--- src/rtl/hazard_if.sv ---
// ID-stage hazard interface: the decode side drives the instruction fields,
// the scoreboard returns issue permission, forwarding selects and status.
interface hazard_if;
  logic        id_valid;
  logic [4:0]  id_rj;
  logic        id_rj_used;
  logic [4:0]  id_rk;
  logic        id_rk_used;
  logic [4:0]  id_rd;
  logic        id_ref_we;
  logic        id_dram_re;
  logic        br_flush;
  logic        id_ready_go;
  logic [1:0]  fwd_rj_sel;
  logic [1:0]  fwd_rk_sel;
  logic        exe_busy;
  logic        mem_busy;
  logic        wb_busy;
  logic [15:0] stall_cnt;

  modport master (
    output id_valid, id_rj, id_rj_used, id_rk, id_rk_used, id_rd,
           id_ref_we, id_dram_re, br_flush,
    input  id_ready_go, fwd_rj_sel, fwd_rk_sel, exe_busy, mem_busy,
           wb_busy, stall_cnt
  );

  modport slave (
    input  id_valid, id_rj, id_rj_used, id_rk, id_rk_used, id_rd,
           id_ref_we, id_dram_re, br_flush,
    output id_ready_go, fwd_rj_sel, fwd_rk_sel, exe_busy, mem_busy,
           wb_busy, stall_cnt
  );
endinterface

--- src/rtl/hazard_scoreboard.sv ---
// Tracks destination tags for EXE/MEM/WB, stalls ID on load-use and picks
// the youngest in-flight producer as the forwarding source for each operand.
module hazard_scoreboard (
  input  logic    clk,
  input  logic    rst,
  hazard_if.slave hz
);
  typedef struct packed {
    logic       v;
    logic [4:0] rd;
    logic       we;
    logic       ld;
  } tag_t;

  // index 0 = EXE, 1 = MEM, 2 = WB
  tag_t [2:0]  slot;
  tag_t        exe_next;
  logic [15:0] cnt;
  logic        load_use;
  logic        issue;

  function automatic logic hit(tag_t t, logic [4:0] r);
    return t.v && t.we && (t.rd != 5'd0) && (t.rd == r);
  endfunction

  function automatic logic [1:0] pick(tag_t [2:0] s, logic [4:0] r, logic used);
    logic [1:0] sel;
    sel = 2'd0;
    if (used) begin
      if (hit(s[0], r))      sel = 2'd1;
      else if (hit(s[1], r)) sel = 2'd2;
      else if (hit(s[2], r)) sel = 2'd3;
    end
    return sel;
  endfunction

  always_comb begin
    load_use = slot[0].ld &&
               ((hz.id_rj_used && hit(slot[0], hz.id_rj)) ||
                (hz.id_rk_used && hit(slot[0], hz.id_rk)));
    hz.id_ready_go = !(hz.id_valid && load_use);
    issue          = hz.id_valid && hz.id_ready_go && !hz.br_flush;
    exe_next       = '0;
    if (issue) exe_next = {1'b1, hz.id_rd, hz.id_ref_we, hz.id_dram_re};
  end

  assign hz.fwd_rj_sel = pick(slot, hz.id_rj, hz.id_rj_used);
  assign hz.fwd_rk_sel = pick(slot, hz.id_rk, hz.id_rk_used);
  assign hz.exe_busy   = slot[0].v;
  assign hz.mem_busy   = slot[1].v;
  assign hz.wb_busy    = slot[2].v;
  assign hz.stall_cnt  = cnt;

  always_ff @(posedge clk or posedge rst) begin
    if (rst) begin
      slot <= '0;
      cnt  <= '0;
    end else begin
      slot <= {slot[1], slot[0], exe_next};
      // stall counter saturates rather than wrapping
      if (hz.id_valid && !hz.id_ready_go && cnt != 16'hFFFF)
        cnt <= cnt + 16'd1;
    end
  end
endmodule

--- src/flat_wrapper.sv ---
// flat-port wrapper written by rule: the top's interface ports become plain ports
module hazard_scoreboard_flat 
  (clk, rst, hz_id_valid, hz_id_rj, hz_id_rj_used, hz_id_rk, hz_id_rk_used, hz_id_rd, hz_id_ref_we, hz_id_dram_re, hz_br_flush, hz_id_ready_go, hz_fwd_rj_sel, hz_fwd_rk_sel, hz_exe_busy, hz_mem_busy, hz_wb_busy, hz_stall_cnt);
  hazard_if hz_i ();
  input  logic clk;
  input  logic rst;
  input wire logic [$bits(hz_i.id_valid)-1:0] hz_id_valid;
  input wire logic [$bits(hz_i.id_rj)-1:0] hz_id_rj;
  input wire logic [$bits(hz_i.id_rj_used)-1:0] hz_id_rj_used;
  input wire logic [$bits(hz_i.id_rk)-1:0] hz_id_rk;
  input wire logic [$bits(hz_i.id_rk_used)-1:0] hz_id_rk_used;
  input wire logic [$bits(hz_i.id_rd)-1:0] hz_id_rd;
  input wire logic [$bits(hz_i.id_ref_we)-1:0] hz_id_ref_we;
  input wire logic [$bits(hz_i.id_dram_re)-1:0] hz_id_dram_re;
  input wire logic [$bits(hz_i.br_flush)-1:0] hz_br_flush;
  output wire logic [$bits(hz_i.id_ready_go)-1:0] hz_id_ready_go;
  output wire logic [$bits(hz_i.fwd_rj_sel)-1:0] hz_fwd_rj_sel;
  output wire logic [$bits(hz_i.fwd_rk_sel)-1:0] hz_fwd_rk_sel;
  output wire logic [$bits(hz_i.exe_busy)-1:0] hz_exe_busy;
  output wire logic [$bits(hz_i.mem_busy)-1:0] hz_mem_busy;
  output wire logic [$bits(hz_i.wb_busy)-1:0] hz_wb_busy;
  output wire logic [$bits(hz_i.stall_cnt)-1:0] hz_stall_cnt;
  assign hz_i.id_valid = hz_id_valid;
  assign hz_i.id_rj = hz_id_rj;
  assign hz_i.id_rj_used = hz_id_rj_used;
  assign hz_i.id_rk = hz_id_rk;
  assign hz_i.id_rk_used = hz_id_rk_used;
  assign hz_i.id_rd = hz_id_rd;
  assign hz_i.id_ref_we = hz_id_ref_we;
  assign hz_i.id_dram_re = hz_id_dram_re;
  assign hz_i.br_flush = hz_br_flush;
  assign hz_id_ready_go = hz_i.id_ready_go;
  assign hz_fwd_rj_sel = hz_i.fwd_rj_sel;
  assign hz_fwd_rk_sel = hz_i.fwd_rk_sel;
  assign hz_exe_busy = hz_i.exe_busy;
  assign hz_mem_busy = hz_i.mem_busy;
  assign hz_wb_busy = hz_i.wb_busy;
  assign hz_stall_cnt = hz_i.stall_cnt;
  hazard_scoreboard u_core (.clk(clk), .rst(rst), .hz(hz_i));
endmodule
--- config.mk ---
export PLATFORM = sky130hd
export DESIGN_NAME = hazard_scoreboard_flat
export DESIGN_NICKNAME = d
export VERILOG_FILES = /design/src/rtl/hazard_if.sv /design/src/rtl/hazard_scoreboard.sv /design/src/flat_wrapper.sv
export SDC_FILE = /design/constraint.sdc
export NUM_CORES = 1
export LEC_CHECK = 0
export ABC_CLOCK_PERIOD_IN_PS = 2500
export BUFFER_PORTS_ARGS = -buffer_cell sky130_fd_sc_hd__buf_4
export CAP_MARGIN = 20
export CORE_MARGIN = 3
export CORE_UTILIZATION = 53
export CTS_CLUSTER_SIZE = 10
export DETAILED_ROUTE_END_ITERATION = 8
export PLACE_DENSITY = 0.85
export SYNTH_ARGS = -nofsm -noshare
export SYNTH_HDL_FRONTEND = slang
export SYNTH_SLANG_ARGS = --single-unit
--- constraint.sdc ---
create_clock -name clk -period 2.5 [get_ports clk]
set_clock_uncertainty 0.05 [all_clocks]
set_input_delay 0.25 -clock clk [delete_from_list [all_inputs] [get_ports clk]]
set_output_delay 0.25 -clock clk [all_outputs]
set_load 0.03 [all_outputs]
==> Word-level counts from Yosys, hierarchy flattened <==
Cells that the tools add are included.
{ "op_classes": {"eq_ne": 7, "n_mux": 9, "n_reduce_logical": 26, "addsub": 1} }
{ "op_table": {"columns": ["cell", "n"], "rows": [
  ["equality test 5 bit", 6],
  ["logical AND 1 bit", 20],
  ["adder 16 x 1 -> 16 bit, second input constant", 1],
  ["2-to-1 mux 2 bit", 8],
  ["!= test 16 bit, second input constant", 1],
  ["nonzero test 5 bit", 3],
  ["2-to-1 mux 8 bit", 1],
  ["logical NOT 1 bit", 2],
  ["logical OR 1 bit", 1]
]} }
{ "word_totals": {"word_cells": 54, "inputBits": 23, "register_bits": 38} }

==> Depth between registers and ports, before layout <==
Gate-level depths: netlist of the first run.
{ "depth": {"depth_word": 11, "mapped_depth": 6, "ltp_nobuf": 5} }

==> Least setup slack after synthesis of the first run <==
Ideal clock, no wire load.
{ "synth_timing": {"path_type": "reg2out", "startpoint": "register u_core.slot[11] (netlist name)", "endpoint": "output port hz_fwd_rj_sel[0]", "path_slack_ns": 0.125, "path_stages_with_launch": 6, "required_time_ns": 2.200, "t_arrival_ns": 2.075, "path_cell_list": "dfrtp_1 > or3_1 > o311a_1 > nand4_1 > or4b_1 > a21boi_1"} }
{ "synth_between": {"elab_chain_cells": 6, "elab_cells_between_ends": 7, "classes_between": "1 x eq/ne; 3 x mux; 3 x reduce/logical"} }
{ "synth_lines": {"columns": ["item", "line_no", "rtl"], "rows": [
  ["start: declaration", "hazard_scoreboard.sv:16", "tag_t [2:0] slot;"],
  ["start signal: assignment", "hazard_scoreboard.sv:59", "slot <= {slot[1], slot[0], exe_next};"],
  ["nonzero test 5 bit", "hazard_scoreboard.sv:23", "return t.v && t.we && (t.rd != 5'd0) && (t.rd == r);"],
  ["logical AND 1 bit", "hazard_scoreboard.sv:23", null],
  ["logical AND 1 bit (*)", "hazard_scoreboard.sv:23", null],
  ["2-to-1 mux 2 bit (*)", "hazard_scoreboard.sv:31", "else if (hit(s[1], r)) sel = 2'd2;"],
  ["2-to-1 mux 2 bit (*)", "hazard_scoreboard.sv:30", "if (hit(s[0], r)) sel = 2'd1;"],
  ["2-to-1 mux 2 bit (*)", "hazard_scoreboard.sv:29", "if (used) begin"],
  ["end: declaration", "flat_wrapper.sv:17", "output wire logic [$bits(hz_i.fwd_rj_sel)-1:0] hz_fwd_rj_sel;"]
]} }
Every way passes the cells marked *; elsewhere a longest branch is shown, timed or not.

==> Final worst setup path of the first run <==
Ends and elaborated chain as after synthesis.

==> key figures, run 1 <==
Outcome
  – Status: complete, but fails checks
  – Failing checks: setup timing

Global route
  – First-pass GRT wire length: 7660 um
  – Total track usage: 23.3%
  – Met1 Usage GRT: 30.5%
  – Number of global-route vias before repair: 1614
  – Largest net degree at the start of global routing: 39
  – Initial antenna violation count: 0
  – Met3 GRT Util: 6.58%
  – Gr busiest metal: met2
  – Met2 GRT Util: 37.6%
  – GRT Residual Overflow: 0

Floorplanning
  – Row Count: 21
  – Die Area: 4470 um^2
  – IO Count: 47
  – Initial Util: 57.0%
  – Total core area: 3440 um^2
  – Die height: 66.8 um
  – Die width: 66.8 um

Clocking
  – Count of clock tree sinks: 38
  – Hold-fix buffers, CTS: 0
  – CTS Buffer Depth: 2
  – H-tree depth: 2
  – Worst skew pair latency: 290 ps
  – CTS clock-pin slew for the worst setup and hold paths: 70 ps
  – CTS Buf Count: 5
  – Root buffer cell: clkbuf_8
  – TritonCTS clock tree: built

Synthesis
  – Ys Warns: 0
  – Number of synthesized flops with an enable pin: 0
  – Synth Area per Inst: 10.9 um^2
  – Ys async rst share: 100%
  – Share of the synthesized area in the top cell type: 48.5%
  – Post-synth cell types: 36
  – Post-synth top cells: 38 x dfrtp_1, 31 x xor2_1, 12 x xnor2_1, 11 x nand2_1, 10 x nand4_1
  – Top-count cell post-synth: dfrtp_1
  – Simple-gate share of the synthesized area: 23.2%
  – Top cells by area, synth: dfrtp_1 48%, xor2_1 14%, xnor2_1 5.4%
  – Syn Nets: 204
  – Main combinational cell family by area after synthesis: simple AND/OR/NAND/NOR gates
  – Post-Syn Area: 1960 um^2
  – Mux cell area share after synthesis: 1.72%
  – Xor/xnor cell area share of the yosys netlist: 19.2%
  – Syn Inst Count: 180
  – Sequential share of the synthesized area: 48.5%
  – Synth Area in Compound Gates: 5.23%
  – Synth Area in Adders: 0.638%
  – Cell taking the most area after synthesis: dfrtp_1
  – Synth Register Bits: 38
  – Predominant post-synthesis flop cell: dfrtp_1

Placement
  – PortBufs: 46
  – DP HPWL: 3460 um
  – Dpl cells: 273
  – Pre-CTS setup slack: 252 ps
  – RD Place Congestion: 0.906

Flow run
  – MaxCap Viol Count: 0

Timing
  – Min cycle time layout: 2540 ps
  – Fmax achieved: 394 MHz
  – Slew at the pin closest to its max-slew limit: 452 ps
  – Hold WS: 17.4 ps
  – Slew headroom: 69.9%
  – Pins Over Slew Limit: 0
  – Final setup violation count: 1
  – RSZ-0062 raised after global routing: true
  – Hold Violations, Final: 0
  – Period utilization: 102%
  – Post-route setup slack: -37.6 ps

Power and ir drop
  – Seq pwr share: 53.7%
  – Psw: 289 uW
  – LEAKAGE: 0.00128 uW
  – VDD IR max: 0.303 mV
  – Clock Power Share: 35.4%
  – Net Sw Frac: 24.1%
  – Internal cell power: 912 uW
  – Cell Pwr Density: 479 nW/um^2
  – Combinational power share: 10.8%

Cells and area
  – Footprint of the multi-input gates: 996 um^2
  – FF/Latch Area: 951 um^2
  – # fillers: 265
  – Non-Filler Instances: 284
  – Area Overhead vs Synth: 27.9%
  – Share of cells above drive strength 1: 28.6%
  – Antenna Cells: 0
  – # nets final: 261

Routing
  – Vias per cell: 5.71
  – Routed wire length: 4700 um
  – Drc violations: 0
  – Antenna Nets Post-Route: 0
  – Pre-Repair DR Iteration Count: 4
  – Via count: 1622
  – DR WL/cell: 16.5 um
  – DRT iter0 DRCs: 184

Worst hold path
  – Min-Delay Path Class: input port to asynchronous set/reset pin

Setup path
  – Flop2flop setup slack: 400 ps
  – Critical Path Source Type: flip-flop
  – Crit Reg-Reg Endpoint: u_core.hz.stall_cnt[11]
  – Worst Path Max Fanout: 2
  – Worst setup EP type: output pin
  – CP required: 2200 ps
  – WP data arrival: 2240 ps
  – WS Path Type: flip-flop to output pin
  – Worst path max stage delay: 490 ps
  – Critical-path cell list: or3_1 > o311a_1 > nand4_1 > or4b_4 > a21boi_4 > buf_6
  – Top delay family on crit path: simple AND/OR/NAND/NOR gates
  – FF-to-FF path depth: 6
  – CP Buf/Inv Count: 1
  – Reg-to-Reg Start: u_core.slot[5]
  – Critical path depth: 6
  – Crit-path slowest cell: or4b_4
==> worst min-delay path: stages <==
cell	delay [ps]
buf_4	110
inv_1	40
buf_4	390
==> how the worst max path moves through the flow <==
| stage | end | startpoint | slack, ps |
|---|---|---|---|
| floorplan | hz_fwd_rj_sel[0] | u_core.slot[11] | 120 |
| global placement | hz_fwd_rj_sel[0] | u_core.slot[11] | 280 |
| detailed placement | hz_fwd_rj_sel[0] | u_core.slot[11] | 250 |
| CTS | hz_fwd_rj_sel[0] | u_core.slot[11] | 10 |
| global route | hz_fwd_rj_sel[0] | u_core.slot[11] | -110 |
| finish | hz_fwd_rj_sel[0] | u_core.slot[11] | -40 |
==> layout by cell type (no fill, tap or decap), types with 2 or more instances in the layout <==
master,instances
a211oi_1,2
a21oi_1,2
and2_1,9
and3_1,5
buf_4,51
clkbuf_8,6
dfrtp_1,38
inv_1,5
mux2_2,2
nand2_1,11
nand3_1,9
nand4_1,10
nor2_1,4
nor3_1,9
nor4_1,7
o311a_1,2
or3_1,3
xnor2_1,12
xor2_1,31
==> cell families after synthesis <==
logic type / Yosys count
simple gates: 75
xor+xnor: 43
flops: 38
compound gates: 13
buf+inv: 7
mux: 3
fa+ha+maj: 1
==> layer usage <==
layer,wire [um],vias to the layer above
met3,291,9
met2,2350,64
met5,0,-
met1,2000,797
li1,-,752
met4,52,0
==> cell type report <==
cell class / instances / area share (%)
Clock buffer: 7 / 3.44
Inverter: 5 / 0.748
Multi-Input combinational cell: 135 / 39.7
Clock inverter: 1 / 0.200
Sequential cell: 38 / 37.9
Timing Repair Buffer: 52 / 15.7
Tap cell: 46 / 2.29
==> sequential cells by signal, indices dropped and copies added (netlist names) <==
register / flops
u_core.hz.mem_busy: 1
u_core.slot: 19
u_core.hz.exe_busy: 1
u_core.hz.wb_busy: 1
u_core.hz.stall_cnt: 16
==> repair_timing <==
action | 4_1_cts | 5_1_grt
pin swaps | 1 | 0
resized for setup | 0 | 4
endpoints found under the setup margin | 1 | 1
hold endpoints to repair | 0 | 0
buffers inserted | 3 | 0
==> power groups by stage <==
| stage | logic (uW) | clock network [uW] | registers, uW |
|---|---|---|---|
| final | 130 | 425 | 645 |
| after global routing | 143 | 465 | 646 |
| after CTS | 128 | 436 | 644 |
| after detailed placement | 123 | 0 | 658 |
| after global placement | 121 | 0 | 657 |
| after floorplan | 62.4 | 0 | 658 |
==> per-stage QoR <==
step	TNS [ps]	power [uW]	cell area (um^2)	utilization, %
2_1_floorplan	0	720	1960	-
3_3_place_gp	0	778	2380	69.0
3_5_place_dp	0	781	2380	69.0
4_1_cts	0	1210	2490	72.3
5_1_grt	-111	1250	2510	72.9
6_report	-37.6	1200	2510	72.9
Note: power is estimated with default switching activity, not from simulation.
==> run 2, diff against run 1 <==
--- a/config.mk
+++ b/config.mk
@@ -6,13 +6,13 @@
 export NUM_CORES = 1
 export LEC_CHECK = 0
 export ABC_CLOCK_PERIOD_IN_PS = 2500
-export BUFFER_PORTS_ARGS = -buffer_cell sky130_fd_sc_hd__buf_4
 export CAP_MARGIN = 20
 export CORE_MARGIN = 3
-export CORE_UTILIZATION = 53
+export CORE_UTILIZATION = 62
 export CTS_CLUSTER_SIZE = 10
 export DETAILED_ROUTE_END_ITERATION = 8
-export PLACE_DENSITY = 0.85
+export DONT_BUFFER_PORTS = 1
+export PLACE_DENSITY = 0.84
 export SYNTH_ARGS = -nofsm -noshare
 export SYNTH_HDL_FRONTEND = slang
 export SYNTH_SLANG_ARGS = --single-unit
==> key figures, run 2 (synthesized netlist as in run 1, its figures left out) <==
Clocking
  – H-tree depth: 2 (unchanged)
  – TritonCTS clock tree: built
  – CTS Buffer Depth: 2 (unchanged)
  – CTS Buf Count: 5 (unchanged)
  – Count of clock tree sinks: 38 (unchanged)
  – CTS clock-pin slew for the worst setup and hold paths: 110 ps (+40 ps)
  – Root buffer cell: clkbuf_4
  – Worst skew pair latency: 340 ps (+50 ps)

Global route
  – First-pass GRT wire length: 7650 um (about the same)
  – GRT Residual Overflow: 0 (unchanged)
  – Number of global-route vias before repair: 1549 (-4.0%)
  – Initial antenna violation count: 0 (unchanged)
  – Largest net degree at the start of global routing: 39 (unchanged)
  – Total track usage: 25.0% (+1.7 points)

Placement
  – PortBufs: 0 (-100%)
  – DP HPWL: 3240 um (-6.4%)
  – RD Place Congestion: 0.912 (+0.70%)

Routing
  – Drc violations: 0 (unchanged)
  – Pre-Repair DR Iteration Count: 4 (unchanged)
  – Antenna Nets Post-Route: 0 (unchanged)
  – DRT iter0 DRCs: 88 (-52%)
  – Via count: 1523 (-6.1%)
  – DR WL/cell: 17.8 um (+7.6%)
  – Routed wire length: 4470 um (-4.9%)
  – Vias per cell: 6.07 (+6.2%)

Timing
  – Fmax achieved: 385 MHz (-2.4%)
  – Slew at the pin closest to its max-slew limit: 461 ps (+8.88 ps)
  – Post-route setup slack: -101 ps (-63.0 ps)
  – Final setup violation count: 1 (unchanged)
  – Period utilization: 104% (+2.5 points)
  – Min cycle time layout: 2600 ps (+63.0 ps)
  – Pins Over Slew Limit: 0 (unchanged)
  – Final setup TNS: -101 ps (-63.0 ps)
  – RSZ-0062 raised after global routing: true
  – Slew headroom: 69.3% (-0.59 points)
  – Hold Violations, Final: 0 (unchanged)

Cells and area
  – # nets final: 232 (-11%)
  – Share of cells above drive strength 1: 13.9% (-15 points)
  – Most common cell after layout, fill and taps aside: dfrtp_1
  – Most frequent cells in the layout: 38 x dfrtp_1, 31 x xor2_1, 15 x buf_4, 12 x xnor2_1, 11 x nand2_1
  – Area Overhead vs Synth: 15.0%
  – Max reg flops: 19 (unchanged)
  – Antenna Cells: 0 (unchanged)
  – # fillers: 195 (-26%)
  – Top reg by flops: u_core.slot

Setup path
  – Critical Path Source Type: flip-flop
  – Worst setup EP type: output pin
  – WS Path Type: flip-flop to output pin
  – WP data arrival: 2300 ps (+60 ps)
  – Setup crit start: u_core.slot[11]
  – Worst Path Max Fanout: 2 (unchanged)
  – Reg-to-Reg Start: u_core.hz.stall_cnt[3]
  – CP required: 2200 ps (about the same)

Flow run
  – MaxCap Viol Count: 0 (unchanged)

Outcome
  – Status: complete, but fails checks
  – Failing checks: setup timing

Power and ir drop
  – VDD IR max: 0.376 mV (+24%)
  – LEAKAGE: 0.00111 uW (-14%)
  – Pwr Total: 1070 uW (-11%)
  – Cell Pwr Density: 475 nW/um^2 (-0.86%)

Floorplanning
  – Row Count: 19 (-9.5%)
  – Die height: 62.3 um (-6.9%)
  – Die Area: 3880 um^2 (-13%)
  – Initial Util: 68.2% (+11 points)
  – Total core area: 2880 um^2 (-16%)
  – IO Count: 47 (unchanged)
  – Die width: 62.3 um (-6.9%)

Worst hold path
  – HP Start: hz_id_valid
  – Min-Delay Path Class: input port to flip-flop
==> run 2: final timing paths <==
kind / end / slack, ps / cells past startpoint
max: hz_fwd_rj_sel[0] / -100 / 6
max reg2reg: u_core.hz.stall_cnt[12] / 400 / 5
min: u_core.hz.exe_busy / 80 / 1
min reg2reg: u_core.slot[17] / 360 / 0
min in group asynchronous: u_core.hz.stall_cnt[14] / 390 / 3
max in group asynchronous: u_core.slot[3] / 1680 / 3
==> run 2: routing by layer <==
metal / GRT usage, % / wire, um / part of all wire (%)
met5: 0 / 0 / 0
met4: 7.16 / 84 / 1.9
met3: 9.37 / 422 / 9.5
met2: 39.8 / 2130 / 48
met1: 32.2 / 1830 / 41
==> run 2: critical path, stage by stage, from the launching register on <==
cell and delay (ps):
dfrtp_1 410, or3_1 380, o311a_1 320, nand4_1 100, or4b_1 430, a21boi_1 130
buf_4 170
==> run 2: final cells by class <==
cell class / instances / area (um^2) / area share (%)
Inverter: 5 / 18.8 / 0.832
Tap cell: 42 / 52.6 / 2.33
Multi-Input combinational cell: 135 / 981 / 43.5
Clock inverter: 1 / 5.00 / 0.222
Sequential cell: 38 / 951 / 42.2
Clock buffer: 7 / 55.1 / 2.44
Timing Repair Buffer: 23 / 193 / 8.54
==> run 2: timing repair <==
action / 4_1_cts / 5_1_grt
setup endpoints to repair: 1 / 1
buffers inserted: 4 / 1
resized for setup: 0 / 0
cloned: 0 / 0
hold buffers: 8 / 0
pin swaps: 1 / 0
endpoints found under the hold margin: 45 / 0
==> run 2: power breakdown <==
group          total (uW)  switching [uW]  internal [uW]
Clock                 327             191            136
Sequential            646            17.6            628
Combinational        97.4            50.6           46.8
==> run 2: metrics by stage <==
step	util, %	worst slack (ps)	instances	hold WS [ps]	cell area, um^2
2_1_floorplan	-	125	180	304	1960
3_3_place_gp	72.2	285	230	218	2080
3_5_place_dp	72.2	254	230	227	2080
4_1_cts	78.2	-58.6	250	67.8	2250
5_1_grt	78.4	-202	251	81.2	2260
6_report	78.4	-101	251	78.9	2260
==> run 3, diff against run 2 <==
--- a/config.mk
+++ b/config.mk
@@ -7,8 +7,10 @@
 export LEC_CHECK = 0
 export ABC_CLOCK_PERIOD_IN_PS = 2500
 export CAP_MARGIN = 20
+export CELL_PAD_IN_SITES_DETAIL_PLACEMENT = 0
+export CELL_PAD_IN_SITES_GLOBAL_PLACEMENT = 1
 export CORE_MARGIN = 3
-export CORE_UTILIZATION = 62
+export CORE_UTILIZATION = 48
 export CTS_CLUSTER_SIZE = 10
 export DETAILED_ROUTE_END_ITERATION = 8
 export DONT_BUFFER_PORTS = 1
==> key figures, run 3 (synthesized netlist as in run 1, its figures left out) <==
Outcome
  – Status: complete, but fails checks
  – Failing checks: setup timing

Routing
  – Via count: 1438 (-5.6%)
  – DR WL/cell: 17.3 um (-2.9%)
  – Pre-Repair DR Iteration Count: 4 (unchanged)
  – Routed wire length: 4280 um (-4.1%)
  – Vias per cell: 5.80 (-4.4%)
  – DRT iter0 DRCs: 149 (+69%)
  – Antenna Nets Post-Route: 0 (unchanged)
  – Drc violations: 0 (unchanged)

Floorplanning
  – Die Area: 4890 um^2 (+26%)
  – Initial Util: 51.6% (-17 points)
  – Die height: 69.9 um (+12%)
  – Total core area: 3800 um^2 (+32%)
  – Die width: 69.9 um (+12%)
  – IO Count: 47 (unchanged)
  – Row Count: 22 (+3)

Cells and area
  – Antenna Cells: 0 (unchanged)
  – Max reg flops: 19 (unchanged)
  – Top reg by flops: u_core.slot
  – # nets final: 223 (-3.9%)
  – Share of cells above drive strength 1: 14.5% (+0.62 points)
  – Most frequent cells in the layout: 38 x dfrtp_1, 31 x xor2_1, 13 x buf_4, 12 x xnor2_1, 11 x nand2_1
  – Most common cell after layout, fill and taps aside: dfrtp_1
  – Area Overhead vs Synth: 13.8%
  – Fin util: 58.8% (-20 points)

Setup path
  – Reg-to-Reg Start: u_core.slot[5]
  – FF-to-FF path depth: 6 (+1)
  – Worst path max stage delay: 460 ps (+30 ps)
  – Crit Reg-Reg Endpoint: u_core.hz.stall_cnt[12]
  – WP data arrival: 2210 ps (-90 ps)
  – Critical-path cell list: or3_1 > o311a_1 > nand4_1 > or4b_1 > a21boi_2 > buf_4
  – Flop2flop setup slack: 450 ps (+50 ps)
  – WS Path Type: flip-flop to output pin
  – Worst setup EP type: output pin
  – CP required: 2200 ps (about the same)
  – Critical Path Source Type: flip-flop
  – Worst Path Max Fanout: 2 (unchanged)
  – Crit-path slowest cell: or4b_1

Timing
  – Post-route setup slack: -12.3 ps (+88.2 ps)
  – Period utilization: 100% (-3.5 points)
  – Final setup TNS: -12.3 ps (+88.2 ps)
  – RSZ-0062 raised after global routing: true
  – Pins Over Slew Limit: 0 (unchanged)
  – Slew at the pin closest to its max-slew limit: 474 ps (+12.9 ps)
  – Min cycle time layout: 2510 ps (-88.2 ps)
  – Final setup violation count: 1 (unchanged)
  – Hold Violations, Final: 0 (unchanged)
  – Fmax achieved: 398 MHz (+3.5%)
  – Hold WS: 41.6 ps (-37.3 ps)
  – Slew headroom: 68.1% (-1.2 points)

Worst hold path
  – Min-Delay Path Class: input port to flip-flop
  – Worst hold endpoint: u_core.slot[0]
  – HP Start: hz_id_dram_re
  – Hold path cells: 1 (unchanged)

Power and ir drop
  – VDD IR max: 0.385 mV (+2.5%)
  – Net Sw Frac: 22.4% (-1.8 points)
  – LEAKAGE: 0.00109 uW (-1.6%)
  – Internal cell power: 946 uW (+17%)
  – Combinational power share: 7.3% (-1.8 points)
  – Seq pwr share: 52.9% (-7.4 points)
  – Clock Power Share: 39.8% (+9.2 points)
  – Cell Pwr Density: 546 nW/um^2 (+15%)
  – Psw: 274 uW (+5.6%)

Clocking
  – Root buffer cell: clkbuf_8
  – TritonCTS clock tree: built
  – CTS clock-pin slew for the worst setup and hold paths: 70 ps (-40 ps)
  – Worst skew pair latency: 280 ps (-60 ps)
  – Count of clock tree sinks: 38 (unchanged)
  – H-tree depth: 2 (unchanged)
  – CTS Buf Count: 5 (unchanged)
  – CTS Buffer Depth: 2 (unchanged)

Placement
  – DP HPWL: 3300 um (+2.0%)
  – RD Place Congestion: 0.877 (-3.9%)
  – PortBufs: 0 (unchanged)

Flow run
  – MaxCap Viol Count: 0 (unchanged)

Global route
  – Initial antenna violation count: 0 (unchanged)
  – Total track usage: 18.7% (-6.3 points)
  – Largest net degree at the start of global routing: 39 (unchanged)
  – GRT Residual Overflow: 0 (unchanged)
  – First-pass GRT wire length: 7270 um (-5.0%)
  – Number of global-route vias before repair: 1533 (-1.0%)
-- run 3: changes by cell type in the layout (fill, tap and decap cells not counted) --
cell,before,now
clkbuf_8,1,8
dlygate4sd3_1,8,1
clkbuf_4,5,0
buf_4,15,13
a21boi_1,1,0
a21boi_2,0,1
clkbuf_1,1,0
clkinv_2,1,0
-- run 3: power by group through the flow --
stage	sequential, uW	clock (uW)	combinational [uW]
finish	645	486	89.0
global route	647	529	99.5
CTS	645	498	88.3
detailed placement	658	0	83.9
global placement	658	0	80.3
floorplan	658	0	62.4
-- run 3: layout make-up --
| cell class | instances | area (um^2) |
|---|---|---|
| clock buffers | 8 | 110 |
| fillers | 337 | 1570 |
| inverters | 5 | 18.8 |
| multi-input cells | 135 | 985 |
| flip-flops and latches | 38 | 951 |
| well taps | 48 | 60.1 |
| repair buffers | 14 | 108 |
-- run 3: worst max-delay path, delay by kind of cell, from the launching register on --
| kind | cells | cell delay (ps) |
|---|---|---|
| DFF | 1 | 380 |
| AOI/OAI and AO/OA | 2 | 450 |
| and+or+nand+nor | 3 | 930 |
| buffers and inverters | 1 | 170 |
-- run 3: how the worst max path moves through the flow --
| stage | from | end | slack, ps | cells after the start |
|---|---|---|---|---|
| 2_1_floorplan | u_core.slot[11] | hz_fwd_rj_sel[0] | 120 | 5 |
| 4_1_cts | u_core.slot[11] | hz_fwd_rj_sel[0] | -10 | 6 |
| 6_report | u_core.slot[11] | hz_fwd_rj_sel[0] | -10 | 6 |
| 5_1_grt | u_core.slot[11] | hz_fwd_rj_sel[0] | -110 | 6 |
| 3_5_place_dp | u_core.slot[11] | hz_fwd_rj_sel[0] | 230 | 6 |
| 3_3_place_gp | u_core.slot[11] | hz_fwd_rj_sel[0] | 260 | 6 |
-- run 3: timing repair --
action,4_1_cts,5_1_grt
buffers inserted,2,1
hold buffers,1,0
endpoints found under the hold margin,38,0
setup endpoints to repair,1,1
cloned,0,0
gates resized for setup,0,1
pin swaps,1,0
-- run 3: metrics by stage --
step / cells / instance area (um^2) / power [uW] / worst slack, ps
finish: 248 / 2230 / 1220 / -12.3
global route: 248 / 2230 / 1270 / -112
CTS: 247 / 2220 / 1230 / -14.2
detailed placement: 236 / 2090 / 742 / 233
global placement: 236 / 2090 / 738 / 264
floorplan: 180 / 1960 / 720 / 125
-- run 3: per-layer routing --
metal  track usage, %  vias up  routed length, um
met2             27.3       54               1950
li1                 -      676                  -
met4             7.02        0                 17
met3             6.62        4                364
met5                0        -                  0
met1             25.7      704               1950
